[config.mk]
export PLATFORM = sky130hd
export DESIGN_NAME = mio_bus_mc
export DESIGN_NICKNAME = d
export VERILOG_FILES = /design/src/rtl/mio_bus_mc_pkg.sv /design/src/rtl/mio_bus_mc_timer.sv /design/src/rtl/mio_bus_mc.sv
export SDC_FILE = /design/constraint.sdc
export NUM_CORES = 1
export LEC_CHECK = 0
export ABC_AREA = 1
export BUFFER_PORTS_ARGS = -buffer_cell sky130_fd_sc_hd__buf_2
export CORE_MARGIN = 2
export CORE_UTILIZATION = 56
export CTS_BUF_LIST = sky130_fd_sc_hd__clkbuf_16
export CTS_CLUSTER_DIAMETER = 40
export CTS_CLUSTER_SIZE = 40
export DETAILED_ROUTE_END_ITERATION = 6
export GPL_TIMING_DRIVEN = 0
export PLACE_DENSITY = 0.86
export SETUP_SLACK_MARGIN = 0.05
export SLEW_MARGIN = 20
export SYNTH_ARGS = -nofsm -noshare
export SYNTH_HDL_FRONTEND = slang
export SYNTH_SLANG_ARGS = --single-unit
[constraint.sdc]
create_clock -name clk -period 7.38 [get_ports clk]
set_input_delay 2.214 -clock clk [delete_from_list [all_inputs] [get_ports clk]]
set_output_delay 2.214 -clock clk [all_outputs]
set_load 0.03 [all_outputs]
[src/rtl/mio_bus_mc_pkg.sv]
// Shared constants for the mio_bus_mc memory-mapped I/O bus: local register
// map, CTRL/STATUS bit positions and the default slot map.
package mio_bus_mc_pkg;

  // Local window byte offsets
  localparam logic [5:0] OFF_CTRL     = 6'h00;
  localparam logic [5:0] OFF_PERIOD   = 6'h04;
  localparam logic [5:0] OFF_COUNT    = 6'h08;
  localparam logic [5:0] OFF_STATUS   = 6'h0C;
  localparam logic [5:0] OFF_SCRATCH0 = 6'h10;
  localparam logic [5:0] OFF_ERRADDR  = 6'h3C;

  // Word indices (mem_a[5:2]) of the same registers
  localparam logic [3:0] W_CTRL     = OFF_CTRL[5:2];
  localparam logic [3:0] W_PERIOD   = OFF_PERIOD[5:2];
  localparam logic [3:0] W_COUNT    = OFF_COUNT[5:2];
  localparam logic [3:0] W_STATUS   = OFF_STATUS[5:2];
  localparam logic [3:0] W_SCRATCH0 = OFF_SCRATCH0[5:2];
  localparam logic [3:0] W_ERRADDR  = OFF_ERRADDR[5:2];

  // CTRL bits
  localparam int unsigned CTRL_EN      = 0;
  localparam int unsigned CTRL_IE      = 1;
  localparam int unsigned CTRL_ONESHOT = 2;
  localparam int unsigned CTRL_EIE     = 3;

  // STATUS bits
  localparam int unsigned STAT_TICK = 0;
  localparam int unsigned STAT_ERR  = 1;

  // Default slot map and local window
  localparam logic [31:0] DEF_SLOT_BASE    = 32'h0000_0000;
  localparam logic [31:0] DEF_SLOT_MASK    = 32'hFFFF_F800;
  localparam logic [31:0] DEF_LOCAL_BASE   = 32'h0000_1000;
  localparam logic [31:0] DEF_TIMER_PERIOD = 32'd4_000_000;

  // Source of the CPU read data
  typedef enum logic [1:0] {
    SRC_NONE  = 2'd0,
    SRC_SLOT  = 2'd1,
    SRC_LOCAL = 2'd2
  } rd_src_e;

endpackage

[src/rtl/mio_bus_mc_timer.sv]
// Programmable interval timer: free-running COUNT that wraps at PERIOD and
// emits a one-cycle tick; requests EN clear after a tick in oneshot mode.
module mio_timer
  import mio_bus_mc_pkg::*;
(
  input  logic        clk,
  input  logic        rst_n,
  input  logic        enable_i,
  input  logic [31:0] period_i,
  input  logic        period_wr_i,
  input  logic        oneshot_i,
  output logic [31:0] count_o,
  output logic        tick_o,
  output logic        en_clr_o
);

  logic [31:0] count_q, count_d;
  logic        running;

  // Tick when the count reaches PERIOD; a PERIOD write restarts from zero
  always_comb begin
    running  = enable_i && (period_i != '0);
    tick_o   = running && !period_wr_i && (count_q == period_i);
    en_clr_o = tick_o && oneshot_i;
    count_d  = count_q;
    if (period_wr_i) begin
      count_d = '0;
    end else if (tick_o) begin
      count_d = '0;
    end else if (running) begin
      count_d = count_q + 32'd1;
    end
  end

  // Count register
  always_ff @(posedge clk or negedge rst_n) begin
    if (!rst_n) begin
      count_q <= '0;
    end else begin
      count_q <= count_d;
    end
  end

  assign count_o = count_q;

endmodule

[src/rtl/mio_bus_mc.sv]
// mio_bus_mc: CPU data-port address decoder for NSLOT external slots plus a
// local register window (timer, W1C status, scratch, error address).
// Optional bus-error capture is enabled by defining MIO_BUS_MC_BUSERR_EN.
module mio_bus_mc
  import mio_bus_mc_pkg::*;
#(
  parameter int unsigned            NSLOT            = 6,
  parameter logic [NSLOT*32-1:0]    SLOT_BASE        = {NSLOT{DEF_SLOT_BASE}},
  parameter logic [NSLOT*32-1:0]    SLOT_MASK        = {NSLOT{DEF_SLOT_MASK}},
  parameter logic [31:0]            LOCAL_BASE       = DEF_LOCAL_BASE,
  parameter int unsigned            NSCRATCH         = 4,
  parameter logic [31:0]            TIMER_PERIOD_RST = DEF_TIMER_PERIOD
) (
  input  logic                  clk,
  input  logic                  rst_n,
  input  logic [31:0]           mem_a,
  input  logic [31:0]           d_t_mem,
  output logic [31:0]           d_f_mem,
  input  logic                  wmem,
  input  logic                  rmem,
  output logic [NSLOT-1:0]      slot_sel,
  output logic [NSLOT-1:0]      slot_we,
  output logic [NSLOT-1:0]      slot_re,
  output logic [31:0]           slot_a,
  output logic [31:0]           slot_wd,
  input  logic [NSLOT*32-1:0]   slot_rd,
  output logic                  irq
);

  logic             local_hit;
  logic             slot_any;
  logic [NSLOT-1:0] slot_hit;
  logic [3:0]       widx;
  logic             wr_local;
  logic             period_wr;
  rd_src_e          rd_src;

  logic [3:0]  ctrl_q,    ctrl_d;
  logic [31:0] period_q,  period_d;
  logic [1:0]  status_q,  status_d;
  logic [31:0] scratch_q [NSCRATCH];
  logic [31:0] scratch_d [NSCRATCH];

  logic [31:0] count;
  logic        tmr_tick;
  logic        tmr_en_clr;
  logic        err_set;
  logic [31:0] erraddr;

  assign local_hit = (mem_a[31:6] == LOCAL_BASE[31:6]);
  assign widx      = mem_a[5:2];
  assign wr_local  = wmem && local_hit;
  assign period_wr = wr_local && (widx == W_PERIOD);

  // Slot decode: lowest matching index wins, local window masks all slots
  always_comb begin
    slot_hit = '0;
    slot_any = 1'b0;
    for (int unsigned i = 0; i < NSLOT; i++) begin
      if (!slot_any &&
          ((mem_a & SLOT_MASK[32*i +: 32]) ==
           (SLOT_BASE[32*i +: 32] & SLOT_MASK[32*i +: 32]))) begin
        slot_hit[i] = 1'b1;
        slot_any    = 1'b1;
      end
    end
    if (local_hit) begin
      slot_hit = '0;
      slot_any = 1'b0;
    end
  end

  assign slot_sel = slot_hit;
  assign slot_we  = slot_hit & {NSLOT{wmem}};
  assign slot_re  = slot_hit & {NSLOT{rmem}};
  assign slot_a   = mem_a;
  assign slot_wd  = d_t_mem;

  mio_timer u_timer (
    .clk         (clk),
    .rst_n       (rst_n),
    .enable_i    (ctrl_q[CTRL_EN]),
    .period_i    (period_q),
    .period_wr_i (period_wr),
    .oneshot_i   (ctrl_q[CTRL_ONESHOT]),
    .count_o     (count),
    .tick_o      (tmr_tick),
    .en_clr_o    (tmr_en_clr)
  );

`ifdef MIO_BUS_MC_BUSERR_EN
  logic [31:0] erraddr_q;

  assign err_set = (wmem || rmem) && !local_hit && !slot_any;

  // First-error-wins capture of the faulting address
  always_ff @(posedge clk or negedge rst_n) begin
    if (!rst_n) begin
      erraddr_q <= '0;
    end else if (err_set && !status_q[STAT_ERR]) begin
      erraddr_q <= mem_a;
    end
  end

  assign erraddr = erraddr_q;
`else
  assign err_set = 1'b0;
  assign erraddr = '0;
`endif

  // Register file next state; CPU CTRL write is applied after the oneshot
  // clear and hardware status sets after W1C so that those sides win.
  always_comb begin
    ctrl_d    = ctrl_q;
    period_d  = period_q;
    status_d  = status_q;
    scratch_d = scratch_q;
    if (tmr_en_clr) begin
      ctrl_d[CTRL_EN] = 1'b0;
    end
    if (wr_local) begin
      case (widx)
        W_CTRL:   ctrl_d   = d_t_mem[3:0];
        W_PERIOD: period_d = d_t_mem;
        W_STATUS: status_d = status_q & ~d_t_mem[1:0];
        default: begin
          for (int unsigned k = 0; k < NSCRATCH; k++) begin
            if (widx == 4'(k + 32'(W_SCRATCH0))) begin
              scratch_d[k] = d_t_mem;
            end
          end
        end
      endcase
    end
    if (tmr_tick) begin
      status_d[STAT_TICK] = 1'b1;
    end
    if (err_set) begin
      status_d[STAT_ERR] = 1'b1;
    end
  end

  // Register file state
  always_ff @(posedge clk or negedge rst_n) begin
    if (!rst_n) begin
      ctrl_q    <= '0;
      period_q  <= TIMER_PERIOD_RST;
      status_q  <= '0;
      scratch_q <= '{default: '0};
    end else begin
      ctrl_q    <= ctrl_d;
      period_q  <= period_d;
      status_q  <= status_d;
      scratch_q <= scratch_d;
    end
  end

  // Read mux: local registers, selected slot (one-hot AND-OR) or zero
  always_comb begin
    if (local_hit) begin
      rd_src = SRC_LOCAL;
    end else if (slot_any) begin
      rd_src = SRC_SLOT;
    end else begin
      rd_src = SRC_NONE;
    end
    d_f_mem = '0;
    case (rd_src)
      SRC_SLOT: begin
        for (int unsigned i = 0; i < NSLOT; i++) begin
          if (slot_hit[i]) begin
            d_f_mem = d_f_mem | slot_rd[32*i +: 32];
          end
        end
      end
      SRC_LOCAL: begin
        case (widx)
          W_CTRL:    d_f_mem = {28'h0, ctrl_q};
          W_PERIOD:  d_f_mem = period_q;
          W_COUNT:   d_f_mem = count;
          W_STATUS:  d_f_mem = {30'h0, status_q};
          W_ERRADDR: d_f_mem = erraddr;
          default: begin
            for (int unsigned k = 0; k < NSCRATCH; k++) begin
              if (widx == 4'(k + 32'(W_SCRATCH0))) begin
                d_f_mem = scratch_q[k];
              end
            end
          end
        endcase
      end
      default: d_f_mem = '0;
    endcase
  end

  assign irq = (status_q[STAT_TICK] & ctrl_q[CTRL_IE]) |
               (status_q[STAT_ERR]  & ctrl_q[CTRL_EIE]);

endmodule

==> metrics.yaml, run 1 <==
tightest_slew_ps: 735
grt_util_met3_pct: 6.43
coreArea_um2: 20100
critical_path_arrival_ps: 4320
fmax_mhz: 153
finalHoldViolations: 0
rows: 52
synth_common_cells: "nand2_1, dfrtp_1, o21ai_1, inv_1, nor2_1"
synth_compound_area_share_pct: 13.2
ios: 375
grt_pass1_wl_um: 58300
power.leakage_nw: 6.56
post-route-drc-count: 0
grt_use_total_pct: 35.2
rsz0062_at_grt: "false"
critPathBufInv: 4
setup-violations-final: 0
clockRootBuffer: "clkbuf_16"
synth_edf_count: 0
holdBufCountCts: 0
ys_seq_elements: 198
power_mw: 2.24
final.setup_skew_ps: 12.5
ys_warn_count: 0
yosysTopAreaCell: "dfrtp_1"
critPathMostFrequentCell: "buf_2"
cp_top_family: "simple AND/OR/NAND/NOR gates"
syn_avg_cell_area_um2: 7.36
syn_area_um2: 11400
cts_resized: 0
use_met1_pct: 47.0
cts_made_buffers: 17
place.gp.congestion: 0.995
worstSetupPathType: "in2out"
post-route-period-util_pct: 88.5
clock_path_buffers: 2
die-area_um2: 21600
dp_hpwl_um: 28100
wl_per_cell_um: 18.2
cp_slowest_cell: "inv_1"
grt_util_met2_pct: 55.8
clkSinkCount: 198
fin_ws_ps: 846
cp.required_ps: 5170
ys_types: 39
crit_chain: "buf_2 > or2_1 > nor4_1 > nand3_1 > inv_1 > buf_2 > nand2_1 > nand2_1 > buf_2"
first_iter_violations: 1402
via_per_inst: 5.58
firstDrtPassIters: 7
vias: 11538
grt_max_degree: 86
dieWidth_um: 147
ir_drop_uv: 142
worstSetupStartpointType: "primary input"
clk_pin_slew_ps: 70
cts_htree_levels: 4
relSlewSlack_pct: 50.6
final_nets: 2045
antenna_found_initial: 0
num_antenna_cells: 0
post-cts-setup-buffers: 0
cp_max_fo: 10
synth.top_cell.area_share_pct: 41.8
drv_cap: 0
synth_most_common_cell: "nand2_1"
yosys.area_share.simple_pct: 28.4
start_util_pct: 56.8
layout_min_cycle_time_ps: 6530
area_growth_pct: 17.6
die-height_um: 147
endpoint_kind: "output pin"
grt_pass1_vias: 10694
cts_tree: "done"
synth_cells: 1552
seq_area_frac_synth_pct: 43.5
io_buffer_count: 197
ant_nets: 0
finalSetupTns_ps: 0
async_flop_share_pct: 100
synth_top_family_by_area: "simple AND/OR/NAND/NOR gates"
place_ws_ps: 869
synthTopCellsByArea: "dfrtp_1, nand2_1, o21ai_1"
crit_path_max_incr_delay_ps: 330
synthAdderAreaFrac_pct: 0.110
slew_violations: 0
insertion_delay_ps: 450
ys.flop_type: "dfrtp_1"
drive_gt1_share_pct: 21.6
yosys-mux-area-fraction_pct: 0
drt_wl_total_um: 37500
hold_path_class: "reg2reg"
overflow: 0
p_per_area_nw_per_um2: 167
synth-xor-area-share_pct: 1.99
status: "finished, final reports clean"
grt-busiest-layer: "met2"
==> where the power goes <==
| group | total [mW] | switching (mW) | internal (mW) |
|---|---|---|---|
| Sequential | 1.08 | 0.0000000191 | 1.08 |
| Combinational | 0.243 | 0.165 | 0.0780 |
| Clock | 0.910 | 0.464 | 0.446 |
| Total | 2.24 | 0.629 | 1.61 |
==> cell type report <==
class                   count  area [µm²]
inverters                 123         467
repair buffers            199        1050
multi-input cells        1098        5050
clock buffers              17         425
well taps                 270         338
clock inverters            15         140
flip-flops and latches    198        4960
fillers                  1722        6680
plain buffers             147         997
==> path summary, 6_finish.rpt <==
kind / from / to / slack (ps) / cells after the start
max reg2reg: period_q[18]$_DFFE_PN1N_ / u_timer.count_o[10]$_DFFE_PN0P_ / 5210 / 10
max: mem_a[19] / d_f_mem[9] / 850 / 9
min in group asynchronous: rst_n / u_timer.count_o[8]$_DFFE_PN0P_ / 1640 / 1
max in group asynchronous: rst_n / period_q[21]$_DFFE_PN1N_ / 4580 / 3
min: scratch_q[15]$_DFFE_PN0P_ / scratch_q[15]$_DFFE_PN0P_ / 490 / 2
min reg2reg: scratch_q[15]$_DFFE_PN0P_ / scratch_q[15]$_DFFE_PN0P_ / 490 / 2
==> flip-flops by register name, indices dropped and copies added, names as in the netlist <==
| name | flops |
|---|---|
| period_q | 32 |
| scratch_q | 128 |
| status_q | 2 |
| u_timer.count_o | 32 |
| ctrl_q | 4 |
==> cell usage in the layout (no fill, tap or decap), types with 4 or more instances in the layout <==
cell type,n
nor3_1,4
o221ai_1,28
inv_1,118
clkbuf_1,19
conb_1,15
nand4_1,38
dfrtp_1,191
xor2_1,26
o21ai_1,173
a21oi_1,33
nand2_1,561
buf_4,81
dfstp_2,7
nand3_1,51
inv_6,4
buf_6,14
buf_2,225
buf_1,4
o21ai_0,13
nor2_1,116
o21ai_2,12
clkbuf_16,17
==> worst reg2reg max path: cells and delay by family (launching register included) <==
kind                   cells  cell delay, ps
flip-flops                 1             590
AND/OR/NAND/NOR            7            1100
buffers and inverters      2             280
AO/OA/AOI/OAI              1              80
==> per-layer routing <==
layer	part of all wire (%)	vias up
met5	0	-
met4	4.6	0
met3	9.9	114
met2	47	684
met1	39	5356
li1	-	5384
==> stage by stage <==
step | std cells | hold slack (ps) | utilization, % | area (µm²)
after floorplan | 1566 | 453 | - | 11500
after global placement | 2033 | 464 | 63.7 | 12800
after detailed placement | 2035 | 470 | 64.0 | 12900
after CTS | 2067 | 487 | 66.8 | 13400
after global routing | 2067 | 515 | 66.8 | 13400
final | 2067 | 485 | 66.8 | 13400
==> logic make-up after synthesis <==
| group | count (synthesis) |
|---|---|
| XOR/XNOR | 26 |
| flip-flops | 198 |
| other | 1 |
| adder cells (fa/ha/maj) | 1 |
| AO/OA/AOI/OAI | 267 |
| AND/OR/NAND/NOR | 789 |
| buffers and inverters | 270 |
(Power assumes the default switching activity.)
==> run 2, diff against run 1 <==
Settings changed: MAX_ROUTING_LAYER set to met4.
Clock period 7.38 ns to 8.35 ns, I/O delays scaled along.
==> run 2 against run 1 <==
- largest power group unchanged
- clock power shrank 7.3%
- total power shrank 9.8%
- clock-buffer cell count is the same
==> metrics.yaml, run 2 (synthesis gave the netlist of run 1 again) <==
status: "finished, final reports clean"
ios: 375
vias: 11564
fmax_mhz: 140
worstSetupStartpointType: "primary input"
antenna_found_initial: 0
place.gp.congestion: 1.00
fin_util_pct: 66.9
largest_reg_flops: 128
place_ws_ps: 1220
clock_path_buffers: 2
clockRootBuffer: "clkbuf_16"
finalHoldViolations: 0
post-route-drc-count: 0
firstDrtPassIters: 6
clk_pin_slew_ps: 70
fin_ws_ps: 1220
critical_path_arrival_ps: 4620
grt_pass1_wl_um: 57600
drv_cap: 0
rsz0062_at_grt: "false"
post-route-period-util_pct: 85.4
relSlewSlack_pct: 45.1
area_growth_pct: 17.8
slew_violations: 0
finalSetupTns_ps: 0
die-area_um2: 21600
cts_made_buffers: 17
cp.required_ps: 5850
wl_per_cell_um: 18.2
final_common_cell: "nand2_1"
post-cts-setup-buffers: 0
dieWidth_um: 147
first_iter_violations: 1416
top_register: "scratch_q"
layout_min_cycle_time_ps: 7130
grt_pass1_vias: 10630
num_antenna_cells: 0
overflow: 0
start_util_pct: 56.8
insertion_delay_ps: 450
rows: 52
drive_gt1_share_pct: 21.6
layout_common_cells: "nand2_1, buf_2, dfrtp_1, o21ai_1, inv_1"
tightest_slew_ps: 816
clkSinkCount: 198
cts_tree: "done"
ir_drop_uv: 131
power.leakage_nw: 6.58
grt_max_degree: 76
dp_hpwl_um: 28200
cp_max_fo: 10
p_per_area_nw_per_um2: 150
coreArea_um2: 20100
holdBufCountCts: 0
cts_resized: 0
hold_path_class: "reg2reg"
io_buffer_count: 197
power_mw: 2.02
via_per_inst: 5.60
final_nets: 2045
die-height_um: 147
grt_use_total_pct: 35.8
worstSetupPathType: "in2out"
cts_htree_levels: 4
setup-violations-final: 0
final.setup_skew_ps: 16.7
ant_nets: 0
endpoint_kind: "output pin"
drt_wl_total_um: 37700
run 2: worst max-delay path: stages:
cell and delay [ps]:
buf_2 110, or2_1 240, nor4_1 240, nand3_1 280
inv_1 330, buf_1 510, nand2_1 100, nand2_1 100
buf_2 200
run 2: power by group:
part | leakage, nW | internal [mW] | switching [mW] | total (mW)
clock network | 0.292 | 0.450 | 0.395 | 0.844
logic | 3.55 | 0.0690 | 0.146 | 0.215
registers | 2.74 | 0.958 | 0.0000000166 | 0.958
run 2: final timing paths:
path                                                 startpoint  depth (start not counted)                              end  slack (ps)
worst max-delay path                                  mem_a[19]                          9                      d_f_mem[21]        1220
worst min-delay path                   period_q[19]$_DFFE_PN1N_                          2         period_q[19]$_DFFE_PN1N_         490
worst max register to register  u_timer.count_o[18]$_DFFE_PN0P_                         10  u_timer.count_o[13]$_DFFE_PN0P_        6140
worst min register to register         period_q[19]$_DFFE_PN1N_                          2         period_q[19]$_DFFE_PN1N_         490
max in group asynchronous                                 rst_n                          3         period_q[11]$_DFFE_PN1N_        5270
min in group asynchronous                                 rst_n                          1   u_timer.count_o[5]$_DFFE_PN0P_        1960
run 2: area by class of cell:
cell class	count	area (µm²)
plain buffers	147	997
clock buffers	17	425
clock inverters	14	166
fillers	1719	6650
inverters	123	467
multi-input cells	1098	5050
flip-flops and latches	198	4960
well taps	270	338
repair buffers	199	1050
run 2: stage by stage:
step                area [µm²]  hold slack (ps)  cells
CTS                      13500              489   2066
global placement         12800              465   2033
global route             13500              501   2066
detailed placement       12900              473   2035
finish                   13500              488   2066
floorplan                11500              453   1566
run 2: metal layers:
metal  GRT usage (%)  routed length, µm  part of all wire (%)  vias up
li1                -                  -                     -     5383
met1            47.1              15300                    41     5424
met2            54.9              17300                    46      629
met3            5.62               3270                   8.7      128
met4            16.9               1800                   4.8        0
met5               -                  0                     0        -
==> run 3, diff against run 2 <==
Settings changed: RECOVER_POWER set to 100.
==> run 3 against run 2 <==
- the flow now finishes with violations (capacitance limit, slew limit)
- combinational power fell by 4%
- critical path depth fell by 1
- die area did not move
- sequential power barely moved
- cell area fell by 2.5%
- first-iteration DRC count fell by 13%
- utilization fell by 1.7 points
- setup slack got worse by 580 ps
- sequential share of layout area rose by 0.94 points
- final cell count did not move
- global-route usage did not move
- critical path type unchanged
- critical endpoint is now d_f_mem[5]
- highest routed layer unchanged
==> metrics.yaml, run 3 (synthesis gave the netlist of run 1 again) <==
holdBufCountCts: 0
place.gp.congestion: 1.00
finalSetupTns_ps: 0
power.leakage_nw: 6.15
firstDrtPassIters: 6
drv_cap: 2
crit_chain: "buf_2 > o21ai_0 > clkbuf_1 > a21oi_1 > nand4_1 > nand3_1 > nand2_1 > clkbuf_1"
wl_met2_um: 17300
clk_pin_slew_ps: 70
final_nets: 2045
io_buffer_count: 197
overflow: 0
dieWidth_um: 147
layout_min_cycle_time_ps: 7710
met1_length_um: 15100
dp_hpwl_um: 28200
largest_reg_flops: 128
drt_wl_total_um: 37700
cts_resized: 0
clock_path_buffers: 2
ios: 375
grt_use_total_pct: 35.8
die-area_um2: 21600
highest_layer: "met4"
cp.required_ps: 5850
die-height_um: 147
tightest_slew_ps: 2940
ant_nets: 0
cp_max_fo: 10
r2r_setup_slack_ps: 6130
r2r-end: "u_timer.count_o[14]$_DFFE_PN0P_"
ir_drop_uv: 137
crit_path_max_incr_delay_ps: 1020
critical_path_arrival_ps: 5210
layout_common_cells: "nand2_1, dfrtp_1, o21ai_0, clkbuf_1, nor2_1"
critPathCapture: "d_f_mem[5]"
post-cts-setup-buffers: 0
first_iter_violations: 1226
r2r_start: "u_timer.count_o[18]$_DFFE_PN0P_"
relSlewSlack_pct: -96.3
top_register: "scratch_q"
p_per_area_nw_per_um2: 153
cts_tree: "done"
endpoint_kind: "output pin"
critPathMostFrequentCell: "clkbuf_1"
fillers: 1831
worstSetupStartpointType: "primary input"
finalHoldViolations: 0
coreArea_um2: 20100
grt_pass1_vias: 10630
worstSetupPathType: "in2out"
final_common_cell: "nand2_1"
reg2reg_depth: 10
clkSinkCount: 198
rows: 52
grt_max_degree: 76
fmax_mhz: 130
violations: "capacitance limit, slew limit"
post-route-drc-count: 0
via_per_inst: 5.56
slew_violations: 130
post-route-period-util_pct: 92.4
setup-violations-final: 0
final.setup_skew_ps: 19.1
area_growth_pct: 14.9
cp_slowest_cell: "o21ai_0"
startpoint: "mem_a[5]"
wl_met3_um: 3530
clockRootBuffer: "clkbuf_16"
wl_per_cell_um: 18.3
cts_made_buffers: 17
insertion_delay_ps: 450
antenna_found_initial: 0
vias: 11493
start_util_pct: 56.8
hold_path_class: "reg2reg"
drive_gt1_share_pct: 14.0
grt_pass1_wl_um: 57600
cts_htree_levels: 4
num_antenna_cells: 0
rsz0062_at_grt: "false"
status: "finished, violations left"
power_mw: 2.01
[run 3: cell count changes in the layout (fill, tap and decap cells not counted), sizes merged]
cell / previous run / this run
clkbuf: 36 / 159
inv: 126 / 125
buf: 327 / 204
clkinvlp: 0 / 1
[run 3: metrics by stage]
step	utilization (%)	area [µm²]	std cells	hold slack (ps)	setup WS, ps
after floorplan	-	11500	1566	453	1870
after global placement	63.7	12800	2033	465	1240
after detailed placement	64.0	12900	2035	473	1220
after CTS	66.9	13500	2066	489	1210
after global routing	65.3	13100	2066	506	597
final	65.3	13100	2066	489	638
[run 3: final cells by class]
| cell class | instances | area [µm²] | area share [%] |
|---|---|---|---|
| multi-input combinational | 1098 | 4950 | 37.7 |
| buffer | 147 | 916 | 6.98 |
| inverter | 123 | 463 | 3.53 |
| clock inverter | 14 | 166 | 1.27 |
| timing repair buffer | 199 | 900 | 6.86 |
| tap | 270 | 338 | 2.57 |
| clock buffer | 17 | 425 | 3.24 |
| sequential | 198 | 4960 | 37.8 |
[run 3: how the worst min path moves through the flow]
stage                                    startpoint                   endpoint  slack [ps]  depth (start not counted)
final                     scratch_q[96]$_DFFE_PN0P_  scratch_q[96]$_DFFE_PN0P_         490                          2
after global routing      scratch_q[14]$_DFFE_PN0P_  scratch_q[14]$_DFFE_PN0P_         510                          2
after CTS                  period_q[19]$_DFFE_PN1N_   period_q[19]$_DFFE_PN1N_         490                          2
after detailed placement  scratch_q[31]$_DFFE_PN0P_  scratch_q[31]$_DFFE_PN0P_         470                          2
after global placement    scratch_q[14]$_DFFE_PN0P_  scratch_q[14]$_DFFE_PN0P_         470                          2
after floorplan           scratch_q[55]$_DFFE_PN0P_  scratch_q[55]$_DFFE_PN0P_         450                          2
[run 3: worst max-delay path, delay by kind of cell]
kind	cells	cell delay (ps)
buf+inv	3	1130
compound gates	2	1160
simple gates	3	420
[run 3: where the power goes]
| group | switching [mW] | internal, mW |
|---|---|---|
| sequential | 0.0000000166 | 0.958 |
| clock | 0.395 | 0.450 |
| combinational | 0.143 | 0.0625 |
| total | 0.538 | 1.47 |
[run 3: routing by layer]
metal	vias to the layer above	GRT usage, %
met4	0	16.9
met1	5341	47.1
met3	132	5.62
li1	5365	-
met2	655	54.9
met5	-	-
